$ cat src/rtl/csr_pkg.sv
// ---------------------------------------------------------------------------
// csr_pkg
//   Shared definitions for the CSR bus front end:
//   - Zicsr funct3 codes
//   - bus modify codes (none / write / set / clear)
//   - read-only CSR address prefix
//   - FSM state encoding of csr_access_unit
//   - csr_decode(): funct3 + src_zero + address prefix -> bus modify + illegal
// ---------------------------------------------------------------------------
package csr_pkg;

  localparam logic [2:0] F3_CSRRW  = 3'b001;
  localparam logic [2:0] F3_CSRRS  = 3'b010;
  localparam logic [2:0] F3_CSRRC  = 3'b011;
  localparam logic [2:0] F3_CSRRWI = 3'b101;
  localparam logic [2:0] F3_CSRRSI = 3'b110;
  localparam logic [2:0] F3_CSRRCI = 3'b111;

  typedef enum logic [2:0] {
    CSR_MOD_NONE  = 3'b000,
    CSR_MOD_WRITE = 3'b001,
    CSR_MOD_SET   = 3'b010,
    CSR_MOD_CLEAR = 3'b011
  } csr_mod_e;

  // CSR addresses with [11:10] == 2'b11 are read-only.
  localparam logic [1:0] CSR_RO_PREFIX = 2'b11;

  typedef enum logic [1:0] {
    ST_IDLE   = 2'd0,
    ST_ACCESS = 2'd1,
    ST_SAMPLE = 2'd2,
    ST_RESP   = 2'd3
  } csr_state_e;

  typedef struct packed {
    csr_mod_e modify;
    logic     illegal;
  } csr_decode_t;

  // Set/clear with a zero source are pure reads and never touch the CSR.
  // An illegal request is still read on the bus, but never modifies it.
  function automatic csr_decode_t csr_decode(input logic [2:0] funct3,
                                             input logic       src_zero,
                                             input logic [1:0] addr_prefix);
    csr_decode_t d;
    d.modify  = CSR_MOD_NONE;
    d.illegal = 1'b0;
    case (funct3)
      F3_CSRRW, F3_CSRRWI: d.modify = CSR_MOD_WRITE;
      F3_CSRRS, F3_CSRRSI: d.modify = src_zero ? CSR_MOD_NONE : CSR_MOD_SET;
      F3_CSRRC, F3_CSRRCI: d.modify = src_zero ? CSR_MOD_NONE : CSR_MOD_CLEAR;
      default:             d.illegal = 1'b1;
    endcase
    if ((d.modify != CSR_MOD_NONE) && (addr_prefix == CSR_RO_PREFIX)) begin
      d.illegal = 1'b1;
    end
    if (d.illegal) begin
      d.modify = CSR_MOD_NONE;
    end
    return d;
  endfunction

endpackage

$ cat src/rtl/csr_rdata_mux.sv
// ---------------------------------------------------------------------------
// csr_rdata_mux
//   Combines the registered read data of all CSR peripherals.
//   Ports:
//     slv_rdata   in  32*NUM_SLAVES  peripheral rdata, slave i at [32*i+:32]
//     slv_valid   in  NUM_SLAVES     peripheral valid
//     rdata       out 32             OR of rdata of all valid slaves
//     any_valid   out 1              at least one slave responded
//     multi_valid out 1              more than one slave responded
// ---------------------------------------------------------------------------
module csr_rdata_mux #(
  parameter int NUM_SLAVES = 8
) (
  input  logic [32*NUM_SLAVES-1:0] slv_rdata,
  input  logic [NUM_SLAVES-1:0]    slv_valid,
  output logic [31:0]              rdata,
  output logic                     any_valid,
  output logic                     multi_valid
);

  logic seen;

  always_comb begin
    rdata       = '0;
    multi_valid = 1'b0;
    seen        = 1'b0;
    for (int i = 0; i < NUM_SLAVES; i++) begin
      if (slv_valid[i]) begin
        rdata = rdata | slv_rdata[32*i +: 32];
        if (seen) begin
          multi_valid = 1'b1;
        end
        seen = 1'b1;
      end
    end
  end

  assign any_valid = |slv_valid;

endmodule

$ cat src/rtl/csr_access_unit.sv
// ---------------------------------------------------------------------------
// csr_access_unit
//   Front end of the CSR bus. Takes one decoded Zicsr instruction per
//   handshake, drives the shared peripheral bus for one cycle, samples the
//   registered peripheral response and hands read data plus an illegal-CSR
//   flag back to the pipeline.
//
//   Handshakes: a transfer happens on a rising edge where valid && ready.
//   req_ready is high only in IDLE; rsp_valid is high only in RESP and the
//   response fields are held until rsp_ready is seen.
//
//   Ports:
//     clk, rstn                     clock, synchronous active-low reset
//     req_valid/req_ready           request handshake
//     req_funct3, req_src,
//     req_src_zero, req_addr        decoded Zicsr request
//     csr_read, csr_modify,
//     csr_wdata, csr_addr           shared bus to all peripherals (registered)
//     slv_rdata, slv_valid          registered peripheral responses
//     rsp_valid/rsp_ready           response handshake
//     rsp_rdata, rsp_illegal        old CSR value (0 if illegal), illegal flag
// ---------------------------------------------------------------------------
module csr_access_unit
  import csr_pkg::*;
#(
  parameter int NUM_SLAVES = 8
) (
  input  logic                     clk,
  input  logic                     rstn,
  input  logic                     req_valid,
  output logic                     req_ready,
  input  logic [2:0]               req_funct3,
  input  logic [31:0]              req_src,
  input  logic                     req_src_zero,
  input  logic [11:0]              req_addr,
  output logic                     csr_read,
  output logic [2:0]               csr_modify,
  output logic [31:0]              csr_wdata,
  output logic [11:0]              csr_addr,
  input  logic [32*NUM_SLAVES-1:0] slv_rdata,
  input  logic [NUM_SLAVES-1:0]    slv_valid,
  output logic                     rsp_valid,
  input  logic                     rsp_ready,
  output logic [31:0]              rsp_rdata,
  output logic                     rsp_illegal
);

  csr_state_e  state_q, state_d;
  logic        csr_read_q, csr_read_d;
  logic [2:0]  csr_modify_q, csr_modify_d;
  logic [31:0] csr_wdata_q, csr_wdata_d;
  logic [11:0] csr_addr_q, csr_addr_d;
  logic        dec_illegal_q, dec_illegal_d;
  logic [31:0] rsp_rdata_q, rsp_rdata_d;
  logic        rsp_illegal_q, rsp_illegal_d;

  csr_decode_t dec;
  logic [31:0] mux_rdata;
  logic        any_valid;
  logic        multi_valid;

  assign dec = csr_decode(req_funct3, req_src_zero, req_addr[11:10]);

  csr_rdata_mux #(
    .NUM_SLAVES (NUM_SLAVES)
  ) u_rdata_mux (
    .slv_rdata   (slv_rdata),
    .slv_valid   (slv_valid),
    .rdata       (mux_rdata),
    .any_valid   (any_valid),
    .multi_valid (multi_valid)
  );

  always_comb begin
    state_d       = state_q;
    csr_read_d    = csr_read_q;
    csr_modify_d  = csr_modify_q;
    csr_wdata_d   = csr_wdata_q;
    csr_addr_d    = csr_addr_q;
    dec_illegal_d = dec_illegal_q;
    rsp_rdata_d   = rsp_rdata_q;
    rsp_illegal_d = rsp_illegal_q;

    case (state_q)
      ST_IDLE: begin
        // The request is decoded here so the bus is live in the very next
        // cycle (ACCESS) straight from flops.
        if (req_valid) begin
          state_d       = ST_ACCESS;
          csr_read_d    = 1'b1;
          csr_modify_d  = dec.modify;
          csr_wdata_d   = req_src;
          csr_addr_d    = req_addr;
          dec_illegal_d = dec.illegal;
        end
      end
      ST_ACCESS: begin
        // Drop the strobes after one cycle so set/clear cannot repeat;
        // the address stays put for the sampling cycle.
        state_d      = ST_SAMPLE;
        csr_read_d   = 1'b0;
        csr_modify_d = CSR_MOD_NONE;
      end
      ST_SAMPLE: begin
        state_d       = ST_RESP;
        rsp_illegal_d = dec_illegal_q | ~any_valid;
        rsp_rdata_d   = (dec_illegal_q | ~any_valid) ? 32'h0 : mux_rdata;
      end
      ST_RESP: begin
        if (rsp_ready) begin
          state_d = ST_IDLE;
        end
      end
      default: begin
        state_d = ST_IDLE;
      end
    endcase
  end

  always_ff @(posedge clk) begin
    if (!rstn) begin
      state_q       <= ST_IDLE;
      csr_read_q    <= 1'b0;
      csr_modify_q  <= CSR_MOD_NONE;
      csr_wdata_q   <= '0;
      csr_addr_q    <= '0;
      dec_illegal_q <= 1'b0;
      rsp_rdata_q   <= '0;
      rsp_illegal_q <= 1'b0;
    end else begin
      state_q       <= state_d;
      csr_read_q    <= csr_read_d;
      csr_modify_q  <= csr_modify_d;
      csr_wdata_q   <= csr_wdata_d;
      csr_addr_q    <= csr_addr_d;
      dec_illegal_q <= dec_illegal_d;
      rsp_rdata_q   <= rsp_rdata_d;
      rsp_illegal_q <= rsp_illegal_d;
    end
  end

  assign req_ready   = (state_q == ST_IDLE);
  assign rsp_valid   = (state_q == ST_RESP);
  assign csr_read    = csr_read_q;
  assign csr_modify  = csr_modify_q;
  assign csr_wdata   = csr_wdata_q;
  assign csr_addr    = csr_addr_q;
  assign rsp_rdata   = rsp_rdata_q;
  assign rsp_illegal = rsp_illegal_q;

`ifndef SYNTHESIS
  // Overlapping address decode between peripherals is a system bug; the
  // data is still OR-ed so the pipeline keeps running.
  always @(posedge clk) begin
    if (rstn && (state_q == ST_SAMPLE)) begin
      assert (!multi_valid)
        else $error("csr_access_unit: several slaves answered address 0x%03h", csr_addr_q);
    end
  end
`endif

endmodule
$ cat config.mk
export PLATFORM = sky130hd
export DESIGN_NAME = csr_access_unit
export DESIGN_NICKNAME = d
export VERILOG_FILES = /design/src/rtl/csr_pkg.sv /design/src/rtl/csr_rdata_mux.sv /design/src/rtl/csr_access_unit.sv
export SDC_FILE = /design/constraint.sdc
export NUM_CORES = 1
export LEC_CHECK = 0
export CAP_MARGIN = 20
export CORE_AREA = 2 2 153 155
export CTS_CLUSTER_SIZE = 24
export DETAILED_ROUTE_END_ITERATION = 7
export DIE_AREA = 0 0 155 157
export PLACE_DENSITY = 0.56
export SLEW_MARGIN = 5
export SYNTH_ARGS = -nofsm -noshare
export SYNTH_HDL_FRONTEND = slang
export SYNTH_HIERARCHICAL = 1
export SYNTH_SLANG_ARGS = --single-unit
$ cat constraint.sdc
create_clock -name clk -period 4.4 [get_ports clk]
set_clock_uncertainty 0.15 [all_clocks]
set_input_delay 0.66 -clock clk [delete_from_list [all_inputs] [get_ports clk]]
set_output_delay 0.66 -clock clk [all_outputs]
set_load 0.03 [all_outputs]
# Word level (Yosys, flattened, before mapping)
# Index checks and enable logic that the tools add are counted.
# Widths: inputs -> output; s select.
dict set report totals {
  reg_bits 84
  latch_bits 0
  ram_bits 0
  mem_bits_ro 0
  inputBits 316
  output_inout_bits 83
  memories 0
}
dict set report classes {
  n_addsub 0
  mul 0
  div 0
  order_cmp 0
  eq_ne 12
  shift 0
  mux 22
  n_bitwise 9
  n_reduce_logical 12
}
# cell count
set ops {}
lappend ops {{$mux 32} 9}
lappend ops {{$or 32x32->32} 7}
lappend ops {{$eq 3x3->1 const B} 3}
lappend ops {{$mux 2} 4}
lappend ops {{$pmux 2 s4} 1}
lappend ops {{$reduce_or 8->1} 1}
lappend ops {{$eq 2x2->1 const B} 3}
lappend ops {{$eq 3x2->1 const B} 2}
lappend ops {{$mux 3} 2}
lappend ops {{$pmux 2 s3} 1}
lappend ops {{$pmux 3 s2} 1}
lappend ops {{$reduce_and 2->1} 3}
lappend ops {{$reduce_or 2->1} 3}
lappend ops {{$reduce_or 6->1} 1}
lappend ops {{$eq 3x1->1 const B} 1}
lappend ops {{$mux 1} 3}
lappend ops {{$reduce_bool 3->1} 1}
lappend ops {{$eq 2x1->1 const B} 1}
lappend ops {{$logic_not 2->1} 1}
lappend ops {{$ne 2x1->1 const B} 1}
lappend ops {{$ne 2x2->1 const B} 1}
lappend ops {{$pmux 1 s2} 1}
lappend ops {{$reduce_bool 2->1} 1}
lappend ops {{$logic_and 1x1->1} 1}
lappend ops {{other kinds (2)} 2}

# Logic depth before layout (Yosys ltp)
dict set report depth {
  depth_word 16
  ltp_mapped 9
  depth_no_buf 6
}

# Modules after synthesis
# Netlist, hierarchy kept.
# module instances cells_each area_each_um2 seq_area_each_um2
set by_module_without_submodules {}
lappend by_module_without_submodules {csr_access_unit 1 372 3196.8 1661.6}
lappend by_module_without_submodules {csr_rdata_mux 1 204 1390.1 0.0}

# Worst setup path after synthesis
# No wires, ideal clock.
dict set report synth_path {
  path_type {input-to-reg}
  startpoint {in slv_valid[3]}
  endpoint {reg rsp_rdata_q[22] (netlist: rsp_rdata[22])}
  setup_time_ps 117
  t_arrival_ps 2071
  t_required_ps 4133
  path_slack_ps 2062
  stages 9
  path_buffers 3
  cell_sequence {buf_2 or4_4 nor2_1 nand2_1 and3b_1 buf_4 buf_6 a21oi_1 nor2_1}
}
dict set report synth_via {
  elab_cells_between_ends 13
}
# item line_no
set synth_lines {}
lappend synth_lines {{start: declaration} csr_access_unit.sv:41} ;# input logic [NUM_SLAVES-1:0] slv_valid,
lappend synth_lines {{$reduce_or 8->1} csr_rdata_mux.sv:38} ;# assign any_valid = |slv_valid;
lappend synth_lines {{named net any_valid} csr_access_unit.sv:59} ;# logic any_valid;
lappend synth_lines {{$not 1->1} csr_access_unit.sv:107} ;# rsp_rdata_d = (dec_illegal_q | ~any_valid) ? 32'h0 : mux_rdata;
lappend synth_lines {{$or 1x1->1} csr_access_unit.sv:107}
lappend synth_lines {{$mux 32} csr_access_unit.sv:107}
lappend synth_lines {{end signal: assignment} csr_access_unit.sv:137} ;# rsp_rdata_q <= rsp_rdata_d;
lappend synth_lines {{end: declaration} csr_access_unit.sv:54} ;# logic [31:0] rsp_rdata_q, rsp_rdata_d;
# The timed path passes the listed nets, and every way through them passes these cells.
# A chain may end at the register's enable or synchronous reset.

# Worst setup path in the final report
dict set report layout_path {
  startpoint {reg state_q[0]}
  endpoint {out req_ready}
}
dict set report layout_via {
  elab_chain_len 1
}
# item line_no
set layout_rtl {}
lappend layout_rtl {{start: declaration} csr_access_unit.sv:48} ;# csr_state_e state_q, state_d;
lappend layout_rtl {{start signal: assignment} csr_access_unit.sv:131} ;# state_q <= state_d;
lappend layout_rtl {{$logic_not 2->1} csr_access_unit.sv:142} ;# assign req_ready = (state_q == ST_IDLE);
lappend layout_rtl {{end: declaration} csr_access_unit.sv:31} ;# output logic req_ready,
# No other way between the ends.

==> metrics.csv <==
stage,metric,value,unit
clock_network,cts_tree,done,
placed_design,io_buffers,396,
critical_path,end_kind,output pin,
critical_path,crit_required,3590,ps
drt,num_vias,5859,
clock_network,h-tree-depth,3,
die,io-pin-count,399,
power_and_ir_drop,combPwrFrac,0.506,
critical_path,arrival,1800,ps
die,die_w,155,microns
drt,drc_errors,0,
logic_synthesis,syn_area_per_cell,7.94,sq um
die,start_util,0.200,
timing,finalMaxSlewViolations,0,
timing,hold_ws,303,ps
drt,drtAntennaViolNets,0,
clock_network,cts.clk_slew.worst_paths,70,ps
grt,grt.overflow.total,0,
drt,wirelength,24900,microns
logic_synthesis,syn_inst,568,
drt,dr.pass1.iters,5,
run,max_cap_violations,0,
drt,via_per_inst,4.80,
layout,nets,1243,
timing,rsz0062_at_grt,false,
power_and_ir_drop,powerDensity,411,nW/um^2
timing,timing.setup.tns,0,ps
layout,ff_latch_area,1660,sq um
clock_network,cts_resized,0,
grt,grt_pass1_vias,6055,
hold_path,hp-class,reg -> reg,
timing,tightest_slew,928,ps
placed_design,dp_hpwl,18100,microns
die,core-area,22500,sq um
critical_path,critical_path.max_fanout,8,
power_and_ir_drop,switching_power,1.46,mW
outcome,status,completed,
drt,drtIter0Drc,260,
critical_path,startpoint_type,register,
grt,track_usage,0.198,
timing,max_freq,383,MHz
clock_network,cts_root_buf,clkbuf_16,
layout,fin_util,0.394,
placed_design,gp_congestion,0.801,
power_and_ir_drop,clock_power_share,0.210,
grt,antenna_found_initial,8,
power_and_ir_drop,internal_power,2.18,mW
power_and_ir_drop,sequentialPowerShare,0.284,
clock_network,hold_buffers,0,
die,die_area,24300,sq um
power_and_ir_drop,leakage,3.26,nW
timing,slew_headroom,0.379,
timing,fin_crit,2610,ps
logic_synthesis,synth_nets,888,
timing,final-setup-viol-count,0,
drt,wl_per_cell,20.4,microns
logic_synthesis,syn_area,4510,sq um
layout,fillCellCount,2271,
grt,grt_max_degree,49,
critical_path,worstSetupPathType,reg -> out,
grt,grt_pass1_wl,36400,microns
logic_synthesis,yosysWarningCount,6,
timing,fin_crit_sh,0.594,
clock_network,numClockSinks,83,
layout,syn2layout_area_growth,96.4,%
die,num_rows,55,
die,die_y,157,microns
layout,multi_input_area,2520,sq um
power_and_ir_drop,switching_share,0.401,
power_and_ir_drop,ir_worst_vdd,0.000260,V
layout,layout-drive-gt1-share,0.0517,
clock_network,clk_latency,340,ps
clock_network,cts_buffers,9,
clock_network,cts_setup_buffers,0,
timing,hold_viol_final,0,
clock_network,cts_buffer_depth,2,
[metrics by stage]
step / cell area, sq um / std cells / setup WS, ps / total power, mW
2_1_floorplan: 4510 / 568 / 2130 / 2.11
3_3_place_gp: 8540 / 1197 / 1480 / 2.90
3_5_place_dp: 8540 / 1197 / 1450 / 2.91
4_1_cts: 8840 / 1213 / 1760 / 3.71
5_1_grt: 8860 / 1221 / 1620 / 3.88
6_report: 8860 / 1221 / 1790 / 3.64
[cell type report]
type                    instances  area share
repair buffers                402       0.451
multi-input cells             424       0.285
flip-flops and latches         83       0.188
well taps                     285      0.0403
clock buffers                  10      0.0270
clock inverters                 6     0.00607
diodes                          8     0.00226
inverters                       3     0.00127
[sequential cells by signal, indices dropped and copies added, names as in the netlist]
signal         flops
rsp_rdata         32
dec_illegal_q      1
csr_modify         2
state_q            2
csr_addr          12
csr_wdata         32
rsp_illegal        1
csr_read           1
[metal layers]
metal	wire length (microns)	GRT usage
met1	9990	0.224
met4	590	0.0855
met2	12100	0.339
met5	0	0
met3	2230	0.0672
[path summary, 6_finish.rpt]
| path | from | end | slack (ps) | cells past startpoint |
|---|---|---|---|---|
| hold / removal | csr_addr[8]$_SDFFE_PN0P_ | csr_addr[8]$_SDFFE_PN0P_ | 300 | 2 |
| setup reg to reg | state_q[0]$_SDFFE_PN0P_ | csr_wdata[23]$_SDFFE_PN0P_ | 2270 | 6 |
| hold reg to reg | csr_addr[8]$_SDFFE_PN0P_ | csr_addr[8]$_SDFFE_PN0P_ | 300 | 2 |
| setup / recovery | state_q[0]$_SDFFE_PN0P_ | req_ready | 1790 | 3 |
[placed cells by master, fill, tap and decap left out, types with 9 or more instances in the layout]
master and instances:
clkbuf_16 9, nand2_1 90, nand4_1 35, a21oi_2 12
nor2b_1 17, nor2_1 34, a21oi_1 65, a22oi_1 128
and2b_1 17, dfxtp_1 83, clkdlybuf4s50_1 388
[power by group through the flow]
stage	Combinational, mW	Sequential, mW	Clock (mW)
4_1_cts	1.87	1.03	0.804
5_1_grt	1.99	1.06	0.834
6_report	1.84	1.03	0.765
3_5_place_dp	1.86	1.05	0
3_3_place_gp	1.86	1.04	0
2_1_floorplan	0.721	1.39	0
[critical path, stage by stage, from the launching register on]
cell	delay, ps
dfxtp_1	330
inv_1	100
ha_1	300
clkdlybuf4s50_1	730
(Power assumes the default switching activity.)
